## src/rtl/wd_pkg.sv

```systemverilog
// Shared types and WatchDogReg field positions for the LPC watchdog.
package wd_pkg;

    // Watchdog controller states.
    typedef enum logic [1:0] {
        IDLE   = 2'd0,
        COUNT  = 2'd1,
        EXPIRE = 2'd2
    } wd_state_t;

    // Field positions inside WatchDogReg.
    localparam int unsigned WD_EN_BIT    = 7;
    localparam int unsigned WD_IRQEN_BIT = 6;
    localparam int unsigned WD_TO_MSB    = 5;
    localparam int unsigned WD_TO_LSB    = 0;

    // Timeout field of a WatchDogReg value.
    function automatic logic [5:0] wd_timeout(input logic [7:0] cfg);
        return cfg[WD_TO_MSB:WD_TO_LSB];
    endfunction

endpackage

```

## src/rtl/wd_prescaler.sv

```systemverilog
// Divides LpcClock down to the watchdog tick rate.
// The tick is flagged in the cycle whose closing edge wraps the prescaler to 0.
module wd_prescaler #(
    parameter int unsigned TICK_DIV = 33000000
) (
    input  logic i_clk,
    input  logic i_rst,
    input  logic i_clear,
    input  logic i_run,
    output logic o_tick
);

    localparam int unsigned PW = (TICK_DIV > 1) ? $clog2(TICK_DIV) : 1;
    localparam logic [PW-1:0] LAST = PW'(TICK_DIV - 1);

    if (TICK_DIV < 2) begin : g_bad_tick_div
        $error("wd_prescaler: TICK_DIV must be >= 2");
    end

    logic [PW-1:0] r_cnt;

    assign o_tick = i_run && (r_cnt == LAST);

    // Free-running modulo-TICK_DIV counter; held at 0 whenever not running.
    always_ff @(posedge i_clk or posedge i_rst) begin
        if (i_rst) begin
            r_cnt <= '0;
        end else if (i_clear || !i_run) begin
            r_cnt <= '0;
        end else if (r_cnt == LAST) begin
            r_cnt <= '0;
        end else begin
            r_cnt <= r_cnt + 1'b1;
        end
    end

endmodule

```

## src/rtl/lpc_watchdog_timer.sv

```systemverilog
// Software watchdog driven by the LPC register block: counts down in ticks,
// raises a pre-expiry interrupt, flags expiry and emits a reset-request pulse.
module lpc_watchdog_timer #(
    parameter int unsigned TICK_DIV    = 33000000,
    parameter int unsigned IRQ_LEAD    = 2,
    parameter int unsigned RST_PULSE_W = 16
) (
    input  logic       LpcClock,
    input  logic       PciReset,
    input  logic [7:0] WatchDogReg,
    input  logic       LoadWDTimer,
    input  logic       ClrWdIrq,
    input  logic       ClrWdStatus,
    output logic       WatchDogIREQ,
    output logic       WatchDogOccurred,
    output logic       WdResetReq,
    output logic [5:0] WdCount,
    output logic       WdActive
);

    import wd_pkg::*;

    localparam int unsigned PULSE_W = $clog2(RST_PULSE_W + 1);
    localparam logic [PULSE_W-1:0] PULSE_LAST = PULSE_W'(RST_PULSE_W - 1);
    localparam logic [5:0] IRQ_LEAD_CNT = 6'(IRQ_LEAD);

    if (RST_PULSE_W < 1) begin : g_bad_pulse_w
        $error("lpc_watchdog_timer: RST_PULSE_W must be >= 1");
    end
    if (IRQ_LEAD > 63) begin : g_bad_irq_lead
        $error("lpc_watchdog_timer: IRQ_LEAD must fit the 6-bit counter");
    end

    // Registered state.
    wd_state_t          r_state;
    logic [5:0]         r_count;
    logic [PULSE_W-1:0] r_pulse;
    logic               r_rst_req;
    logic               r_active;
    logic               r_irq;
    logic               r_occ;

    // Next-state and decoded signals.
    wd_state_t          w_state_nxt;
    logic [5:0]         w_count_nxt;
    logic [PULSE_W-1:0] w_pulse_nxt;
    logic               w_rst_req_nxt;
    logic               w_set_irq;
    logic               w_set_occ;
    logic               w_pre_clear;
    logic               w_pre_run;
    logic               w_tick;
    logic               w_en;
    logic               w_irq_en;
    logic [5:0]         w_load_val;
    logic [5:0]         w_count_dec;

    assign w_en        = WatchDogReg[WD_EN_BIT];
    assign w_irq_en    = WatchDogReg[WD_IRQEN_BIT];
    assign w_load_val  = wd_timeout(WatchDogReg);
    assign w_count_dec = r_count - 6'd1;
    assign w_pre_run   = (r_state == COUNT);

    wd_prescaler #(
        .TICK_DIV (TICK_DIV)
    ) u_prescaler (
        .i_clk   (LpcClock),
        .i_rst   (PciReset),
        .i_clear (w_pre_clear),
        .i_run   (w_pre_run),
        .o_tick  (w_tick)
    );

    // Next-state, counter and pulse decode for the watchdog controller.
    always_comb begin
        w_state_nxt   = r_state;
        w_count_nxt   = r_count;
        w_pulse_nxt   = r_pulse;
        w_rst_req_nxt = 1'b0;
        w_set_irq     = 1'b0;
        w_set_occ     = 1'b0;
        w_pre_clear   = 1'b0;

        unique case (r_state)
            IDLE: begin
                // A zero timeout never arms the timer.
                if (LoadWDTimer && w_en && (w_load_val != 6'd0)) begin
                    w_state_nxt = COUNT;
                    w_count_nxt = w_load_val;
                    w_pre_clear = 1'b1;
                end
            end

            COUNT: begin
                if (!w_en) begin
                    // Disable freezes the count and sets no flags.
                    w_state_nxt = IDLE;
                end else if (LoadWDTimer) begin
                    // A kick wins over a tick landing in the same cycle.
                    w_count_nxt = w_load_val;
                    w_pre_clear = 1'b1;
                    if (w_load_val == 6'd0) begin
                        w_state_nxt = IDLE;
                    end
                end else if (w_tick && (r_count != 6'd0)) begin
                    w_count_nxt = w_count_dec;
                    if (w_irq_en && (w_count_dec == IRQ_LEAD_CNT)) begin
                        w_set_irq = 1'b1;
                    end
                    if (r_count == 6'd1) begin
                        w_state_nxt   = EXPIRE;
                        w_set_occ     = 1'b1;
                        w_pulse_nxt   = '0;
                        w_rst_req_nxt = 1'b1;
                    end
                end
            end

            EXPIRE: begin
                // Loads are ignored here; the pulse always runs to completion.
                if (r_pulse == PULSE_LAST) begin
                    w_state_nxt = IDLE;
                end else begin
                    w_pulse_nxt   = r_pulse + 1'b1;
                    w_rst_req_nxt = 1'b1;
                end
            end

            default: begin
                w_state_nxt = IDLE;
            end
        endcase
    end

    // State, counters and registered outputs; flag set beats same-cycle clear.
    always_ff @(posedge LpcClock or posedge PciReset) begin
        if (PciReset) begin
            r_state   <= IDLE;
            r_count   <= '0;
            r_pulse   <= '0;
            r_rst_req <= 1'b0;
            r_active  <= 1'b0;
            r_irq     <= 1'b0;
            r_occ     <= 1'b0;
        end else begin
            r_state   <= w_state_nxt;
            r_count   <= w_count_nxt;
            r_pulse   <= w_pulse_nxt;
            r_rst_req <= w_rst_req_nxt;
            r_active  <= (w_state_nxt == COUNT);
            r_irq     <= w_set_irq | (r_irq & ~ClrWdIrq);
            r_occ     <= w_set_occ | (r_occ & ~ClrWdStatus);
        end
    end

    assign WatchDogIREQ     = r_irq;
    assign WatchDogOccurred = r_occ;
    assign WdResetReq       = r_rst_req;
    assign WdCount          = r_count;
    assign WdActive         = r_active;

endmodule

```

## config.mk

```make
export PLATFORM = sky130hd
export DESIGN_NAME = lpc_watchdog_timer
export DESIGN_NICKNAME = d
export VERILOG_FILES = /design/src/rtl/wd_pkg.sv /design/src/rtl/wd_prescaler.sv /design/src/rtl/lpc_watchdog_timer.sv
export SDC_FILE = /design/constraint.sdc
export NUM_CORES = 1
export LEC_CHECK = 0
export CORE_MARGIN = 2
export CORE_UTILIZATION = 35
export DETAILED_ROUTE_END_ITERATION = 12
export PLACE_DENSITY = 0.55
export SYNTH_ARGS = -nofsm -noshare
export SYNTH_HDL_FRONTEND = slang
export SYNTH_HIERARCHICAL = 1
export SYNTH_SLANG_ARGS = --single-unit
```

## constraint.sdc

```tcl
create_clock -name LpcClock -period 3.2 [get_ports LpcClock]
set_clock_uncertainty 0.15 [all_clocks]
set_input_delay 0.48 -clock LpcClock [delete_from_list [all_inputs] [get_ports LpcClock]]
set_output_delay 0.48 -clock LpcClock [all_outputs]
set_load 0.01 [all_outputs]
```

==> metrics.md, run 1 <==
| Metric | Value |
|---|---|
| Status | finished clean |
| DR WL/cell | 14.0 um |
| Clock transition at the registers of the reported paths | 90 ps |
| Reg2reg start | u_prescaler/r_cnt[0]$_DFF_PP0_ |
| Yosys top cell by area | dfrtp_1 |
| Pwr dens | 548 nW/um2 |
| Highest clock rate | 344 MHz |
| #FFs+latches synth | 42 |
| Async SR Flop Fraction | 100% |
| Final setup fails | 0 |
| Initial antenna violation count | 0 |
| Met2 routed wirelength | 2600 um |
| RSZ-0062 raised after global routing | no |
| Critical path's slowest cell | nor4_1 |
| Crit path required time | 3250 ps |
| Worst VDD drop | 0.000170 V |
| Synth Flop Type | dfrtp_1 |
| EDFF count, synth | 0 |
| Clock share of power | 26.2% |
| CP cell instances | ha_1 -> and3_1 -> nand3_1 -> nor4_1 -> and4bb_1 -> a31oi_4 -> o31a_1 -> a31o_1 |
| Global-route wire length before repair | 9310 um |
| CTS resizes | 0 |
| Metal3 WL | 190 um |
| Worst r2r path cells | 8 |
| Max-cap violations | 0 |
| Clk_lat worst skew | 300 ps |
| Worst Max-Slew Pin Slew | 1050 ps |
| Critical Path Start Type | flop |
| Synth cell types | 56 |
| Largest net degree at the start of global routing | 26 |
| WS Path Type | flop to flop |
| Final Max Slew Viols | 0 |
| Post-DP HPWL | 3870 um |
| DIE WIDTH | 89.3 um |
| Buffer levels on the longest clock path | 2 |
| GPL Wtd Cong | 0.798 |
| Syn Area/Cell | 9.53 um2 |
| Iteration-0 DRC Markers | 72 |
| Synth warnings | 6 |
| Arrival @ worst endpoint | 2950 ps |
| Initial core utilization | 35.7% |
| Crit path from | u_prescaler/r_cnt[0]$_DFF_PP0_ |
| Fillers | 726 |
| Switching Share | 35.3% |
| Final hold vios | 0 |
| Final #Nets | 312 |
| Max stage delay on crit path | 490 ps |
| Grt total ovfl | 0 |
| Fin cells | 389 |
| Clock root buffer | clkbuf_8 |
| Top sig layer | met4 |
| Max-slew headroom | 30.0% |
| CTS buffer count | 5 |
| Power Internal | 1040 uW |
| Vias per inst | 5.30 |
| Syn Nets | 290 |
| H-tree depth | 2 |
| Die area | 7970 um2 |
| Cts-stage hold buffer count | 0 |
| Synth area leaders | dfrtp_1 (41%), ha_1 (4.9%), xor2_1 (3.8%) |
| Post-Route M1 WL | 2610 um |
| Crit path time final | 2900 ps |
| CTS tree | done |
| Worst setup EP type | flop |
| Area Growth Syn to Fin | 15.8% |
| Combinational share of power | 31.9% |
| Static Leak | 0.00116 uW |
| # DRC | 0 |
| Io pins | 23 |
| Setup Buffers After CTS | 0 |
| Worst Path Max Fanout | 9 |
| Fraction of layout instances using a drive strength above 1 | 6.21% |
| Yosys top cell area share | 41.3% |
| Row count | 31 |
| Seq pwr share | 42.0% |
| Post-Syn Area | 2540 um2 |
| TritonCTS Sinks | 42 |
| Antenna cells | 0 |
| Post-Syn Instances | 267 |
| Final wirelength | 5450 um |
| Reg2reg end | r_pulse[3]$_DFFE_PP0P_ |
| Hold Path Class | flop to flop |
| Total core area | 7140 um2 |
| Vias in the first global route | 1964 |
| Reg2Reg Setup Slack | 300 ps |
| Switch Pwr | 569 uW |
| Vias | 2061 |
| Port-buffer cells | 22 |
| Critical Path Sink | r_pulse[3]$_DFFE_PP0P_ |
| GRT Util Overall | 14.8% |
| TNS Setup | 0 ps |
| Post-placement cell count | 381 |
| Antenna-violating nets left | 0 |
| Die Y | 89.3 um |
| Crit share post-route | 90.7% |
| TritonRoute pass-1 iters | 4 |
| Seq/Total Area, Yosys | 41.3% |
per-layer routing:
metal	track usage, %	up-vias
met4	4.21	0
li1	-	1032
met5	0	-
met2	25.3	30
met3	3.23	5
met1	18.9	994
area by class of cell:
class | count | area, um2 | share of cell area, %
Tap cell | 99 | 124 | 4.20
Inverter | 18 | 67.6 | 2.29
Sequential cell | 42 | 1050 | 35.7
Multi-Input combinational cell | 198 | 1360 | 46.1
Clock inverter | 2 | 37.5 | 1.27
Clock buffer | 6 | 72.6 | 2.46
Timing Repair Buffer | 24 | 235 | 7.98
worst min path at each step:
stage,depth (start not counted),startpoint,end
after CTS,1,u_prescaler/r_cnt[0]$_DFF_PP0_,u_prescaler/r_cnt[0]$_DFF_PP0_
final,1,u_prescaler/r_cnt[0]$_DFF_PP0_,u_prescaler/r_cnt[0]$_DFF_PP0_
after detailed placement,1,u_prescaler/r_cnt[0]$_DFF_PP0_,u_prescaler/r_cnt[0]$_DFF_PP0_
after floorplan,1,PciReset,WatchDogIREQ$_DFF_PP0_
after global routing,1,u_prescaler/r_cnt[0]$_DFF_PP0_,u_prescaler/r_cnt[0]$_DFF_PP0_
after global placement,1,u_prescaler/r_cnt[0]$_DFF_PP0_,u_prescaler/r_cnt[0]$_DFF_PP0_
flip-flops by register name, summed over array words and instances (netlist names):
| name | cells |
|---|---|
| WatchDogIREQ | 1 |
| WdCount | 6 |
| WdActive | 1 |
| WdResetReq | 1 |
| WatchDogOccurred | 1 |
| u_prescaler/r_cnt | 25 |
| r_state | 2 |
| r_pulse | 5 |
power by group through the flow:
stage                     sequential (uW)  clock (uW)  combinational, uW
final                                 678         422                514
after global routing                  691         464                581
after CTS                             679         442                520
after detailed placement              690           0                516
after global placement                685           0                520
after floorplan                       691           0                331
cells in the mapped netlist, types with 4 or more instances:
master	n
inv_1	18
ha_1	10
nor2_1	25
and3_1	5
o31ai_1	5
and4_1	6
a21oi_1	13
or3_1	6
o21ai_0	16
nor4_1	4
dfrtp_1	42
nand3_1	14
nand4_1	12
nor2b_1	4
xnor2_1	5
xor2_1	11
nand2_1	12
per-stage QoR:
step                hold slack [ps]  utilization, %  area [um2]  worst slack [ps]  power, uW
finish                          333            41.3        2950               297       1610
global route                    345            41.3        2950              43.3       1740
CTS                             336            41.3        2950               284       1640
detailed placement              324            39.8        2840               276       1210
global placement                311            39.8        2840               399       1200
floorplan                       256               -        2540               653       1020
cell families (layout without fill, tap and decap cells):
| family | Yosys count | count (layout) | share of synthesized area, % |
|---|---|---|---|
| AOI/OAI and AO/OA | 60 | 60 | 16.6 |
| and+or+nand+nor | 110 | 110 | 25.7 |
| xor gates and xnor gates | 16 | 16 | 5.51 |
| muxes | 2 | 2 | 0.787 |
| DFF | 42 | 42 | 41.3 |
| buffers and inverters | 27 | 50 | 5.26 |
| adders and majority gates | 10 | 10 | 4.92 |
critical path, delay by kind of cell (launching register included):
family | cells | cell delay, ps
AND/OR/NAND/NOR | 4 | 1400
AO/OA/AOI/OAI | 3 | 660
flip-flops | 1 | 390
adder cells (fa/ha/maj) | 1 | 210
placed cells by master (no fill, tap or decap), types with 2 or more instances in the layout:
cell type / count
dfrtp_1: 42
nor2_1: 25
clkdlybuf4s50_1: 22
inv_1: 18
o21ai_0: 16
nand3_1: 14
a21oi_1: 13
nand2_1: 12
nand4_1: 12
xor2_1: 11
ha_1: 10
and4_1: 6
or3_1: 6
and3_1: 5
o31ai_1: 5
clkbuf_8: 5
xnor2_1: 5
nor2b_1: 4
nor4_1: 4
and2_1: 3
o221ai_1: 3
a22oi_1: 3
nor3_1: 3
or4_1: 3
o2bb2ai_1: 2
o211ai_1: 2
mux2i_1: 2
nand3b_1: 2
o21ai_1: 2
buf_4: 2
Note: power is estimated with default switching activity, not from simulation.
==> inputs of run 2 (changes only) <==
--- a/config.mk
+++ b/config.mk
@@ -6,9 +6,9 @@
 export NUM_CORES = 1
 export LEC_CHECK = 0
 export CORE_MARGIN = 2
-export CORE_UTILIZATION = 35
+export CORE_UTILIZATION = 57
 export DETAILED_ROUTE_END_ITERATION = 12
-export PLACE_DENSITY = 0.55
+export PLACE_DENSITY = 0.81
 export SYNTH_ARGS = -nofsm -noshare
 export SYNTH_HDL_FRONTEND = slang
 export SYNTH_HIERARCHICAL = 1
==> metrics.md, run 2 (synthesized netlist as in run 1, its figures left out) <==
| Metric | Value |
|---|---|
| GPL Wtd Cong | 0.879 |
| Highest clock rate | 347 MHz |
| Final wirelength | 5040 um |
| DR WL/cell | 14.8 um |
| Clk_lat worst skew | 290 ps |
| Vias | 2062 |
| Crit share post-route | 90.0% |
| Arrival @ worst endpoint | 2920 ps |
| # DRC | 0 |
| Worst Max-Slew Pin Slew | 972 ps |
| Critical Path Start Type | flop |
| Clock root buffer | clkbuf_8 |
| GRT Util Overall | 21.8% |
| Final #Nets | 311 |
| Largest reg by FF count | u_prescaler/r_cnt |
| Area post-placement | 2770 um2 |
| Reg2reg end | r_pulse[3]$_DFFE_PP0P_ |
| Largest net degree at the start of global routing | 26 |
| Fillers | 363 |
| Hold EP | u_prescaler/r_cnt[0]$_DFF_PP0_ |
| H-tree depth | 2 |
| Worst r2r path cells | 8 |
| Fin area | 2860 um2 |
| Vias in the first global route | 1984 |
| Row count | 24 |
| Pwr dens | 533 nW/um2 |
| Max-slew headroom | 35.1% |
| Final setup fails | 0 |
| Io pins | 23 |
| Total core area | 4320 um2 |
| Most frequent cells in the layout | dfrtp_1 (42), nor2_1 (25), clkdlybuf4s50_1 (22) |
| Reg2Reg Setup Slack | 320 ps |
| Min-delay src | u_prescaler/r_cnt[0]$_DFF_PP0_ |
| Status | finished clean |
| Crit path time final | 2880 ps |
| Iteration-0 DRC Markers | 163 |
| Setup Buffers After CTS | 0 |
| Fraction of layout instances using a drive strength above 1 | 6.23% |
| DP Worst Slack | 348 ps |
| Antenna cells | 0 |
| TritonCTS Sinks | 42 |
| WS Path Type | flop to flop |
| Final hold vios | 0 |
| Area Growth Syn to Fin | 12.4% |
| Hold Path Depth | 1 |
| RSZ-0062 raised after global routing | no |
| Reg2reg start | u_prescaler/r_cnt[0]$_DFF_PP0_ |
| Die area | 5020 um2 |
| CTS tree | done |
| Final worst slack | 319 ps |
| Clock transition at the registers of the reported paths | 80 ps |
| Max-cap violations | 0 |
| Worst setup EP type | flop |
| Total Power | 1520 uW |
| Cts-stage hold buffer count | 0 |
| Initial antenna violation count | 0 |
| Final Max Slew Viols | 0 |
| Worst VDD drop | 0.000383 V |
| Vias per inst | 6.05 |
| Max reg flops | 25 |
| Buffer levels on the longest clock path | 2 |
| Crit path required time | 3240 ps |
| Initial core utilization | 58.9% |
| CTS buffer count | 5 |
| Global-route wire length before repair | 8850 um |
| Grt total ovfl | 0 |
| Post-DP HPWL | 3650 um |
| Hold Path Class | flop to flop |
| DIE WIDTH | 70.8 um |
| CTS resizes | 0 |
| Commonest non-fill, non-tap cell in the layout | dfrtp_1 |
| Port-buffer cells | 22 |
| Static Leak | 0.00114 uW |
| TNS Setup | 0 ps |
| TritonRoute pass-1 iters | 4 |
| Die Y | 70.8 um |
| Antenna-violating nets left | 0 |
| Worst Path Max Fanout | 9 |
-- run 2: changes by cell type in the layout (fill, tap and decap cells not counted) --
cell       previous run  this run
buf_4                 2         1
bufinv_16             1         0
clkbuf_1              1         0
clkinv_2              0         1
clkinv_4              0         1
-- run 2: cell type report --
type,count,area [um2],area share [%]
multi-input cells,198,1360,47.5
flip-flops and latches,42,1050,36.7
repair buffers,23,228,7.96
clock buffers,5,68.8,2.40
inverters,18,67.6,2.36
well taps,52,65.1,2.27
clock inverters,3,21.3,0.743
-- run 2: worst max-delay path by stage --
| stage | start | endpoint | depth (start not counted) |
|---|---|---|---|
| 2_1_floorplan | u_prescaler/r_cnt[0]$_DFF_PP0_ | r_pulse[3]$_DFFE_PP0P_ | 9 |
| 3_3_place_gp | u_prescaler/r_cnt[0]$_DFF_PP0_ | r_pulse[3]$_DFFE_PP0P_ | 8 |
| 3_5_place_dp | u_prescaler/r_cnt[0]$_DFF_PP0_ | r_pulse[3]$_DFFE_PP0P_ | 8 |
| 4_1_cts | u_prescaler/r_cnt[0]$_DFF_PP0_ | r_pulse[3]$_DFFE_PP0P_ | 8 |
| 5_1_grt | u_prescaler/r_cnt[0]$_DFF_PP0_ | WdCount[1]$_DFFE_PP0P_ | 8 |
| 6_report | u_prescaler/r_cnt[0]$_DFF_PP0_ | r_pulse[3]$_DFFE_PP0P_ | 8 |
-- run 2: power breakdown --
part,switching [uW],total [uW],leakage (uW),internal [uW]
Sequential,86.1,674,0.000569,588
Combinational,290,514,0.000531,224
Clock,182,336,0.0000441,153
Total,559,1520,0.00114,965
-- run 2: per-stage QoR --
| stage | std cells | hold slack (ps) | utilization, % |
|---|---|---|---|
| floorplan | 267 | 256 | - |
| global placement | 333 | 309 | 64.1 |
| detailed placement | 333 | 329 | 64.1 |
| CTS | 341 | 338 | 66.2 |
| global route | 341 | 373 | 66.2 |
| finish | 341 | 334 | 66.2 |
-- run 2: worst max-delay path, cell delays in order, from the launching register on --
cell,delay (ps)
dfrtp_1,390
ha_1,210
and3_1,310
nand3_1,210
nor4_1,490
and4bb_1,380
a31oi_4,150
o31a_1,310
a31o_1,170
-- run 2: metal layers --
metal	global-route usage, %	part of all wire [%]	vias up
met2	36.7	50	39
met3	5.13	4.2	4
li1	-	-	1029
met1	27.5	45	990
met4	7.76	0.95	0
met5	0	0	-
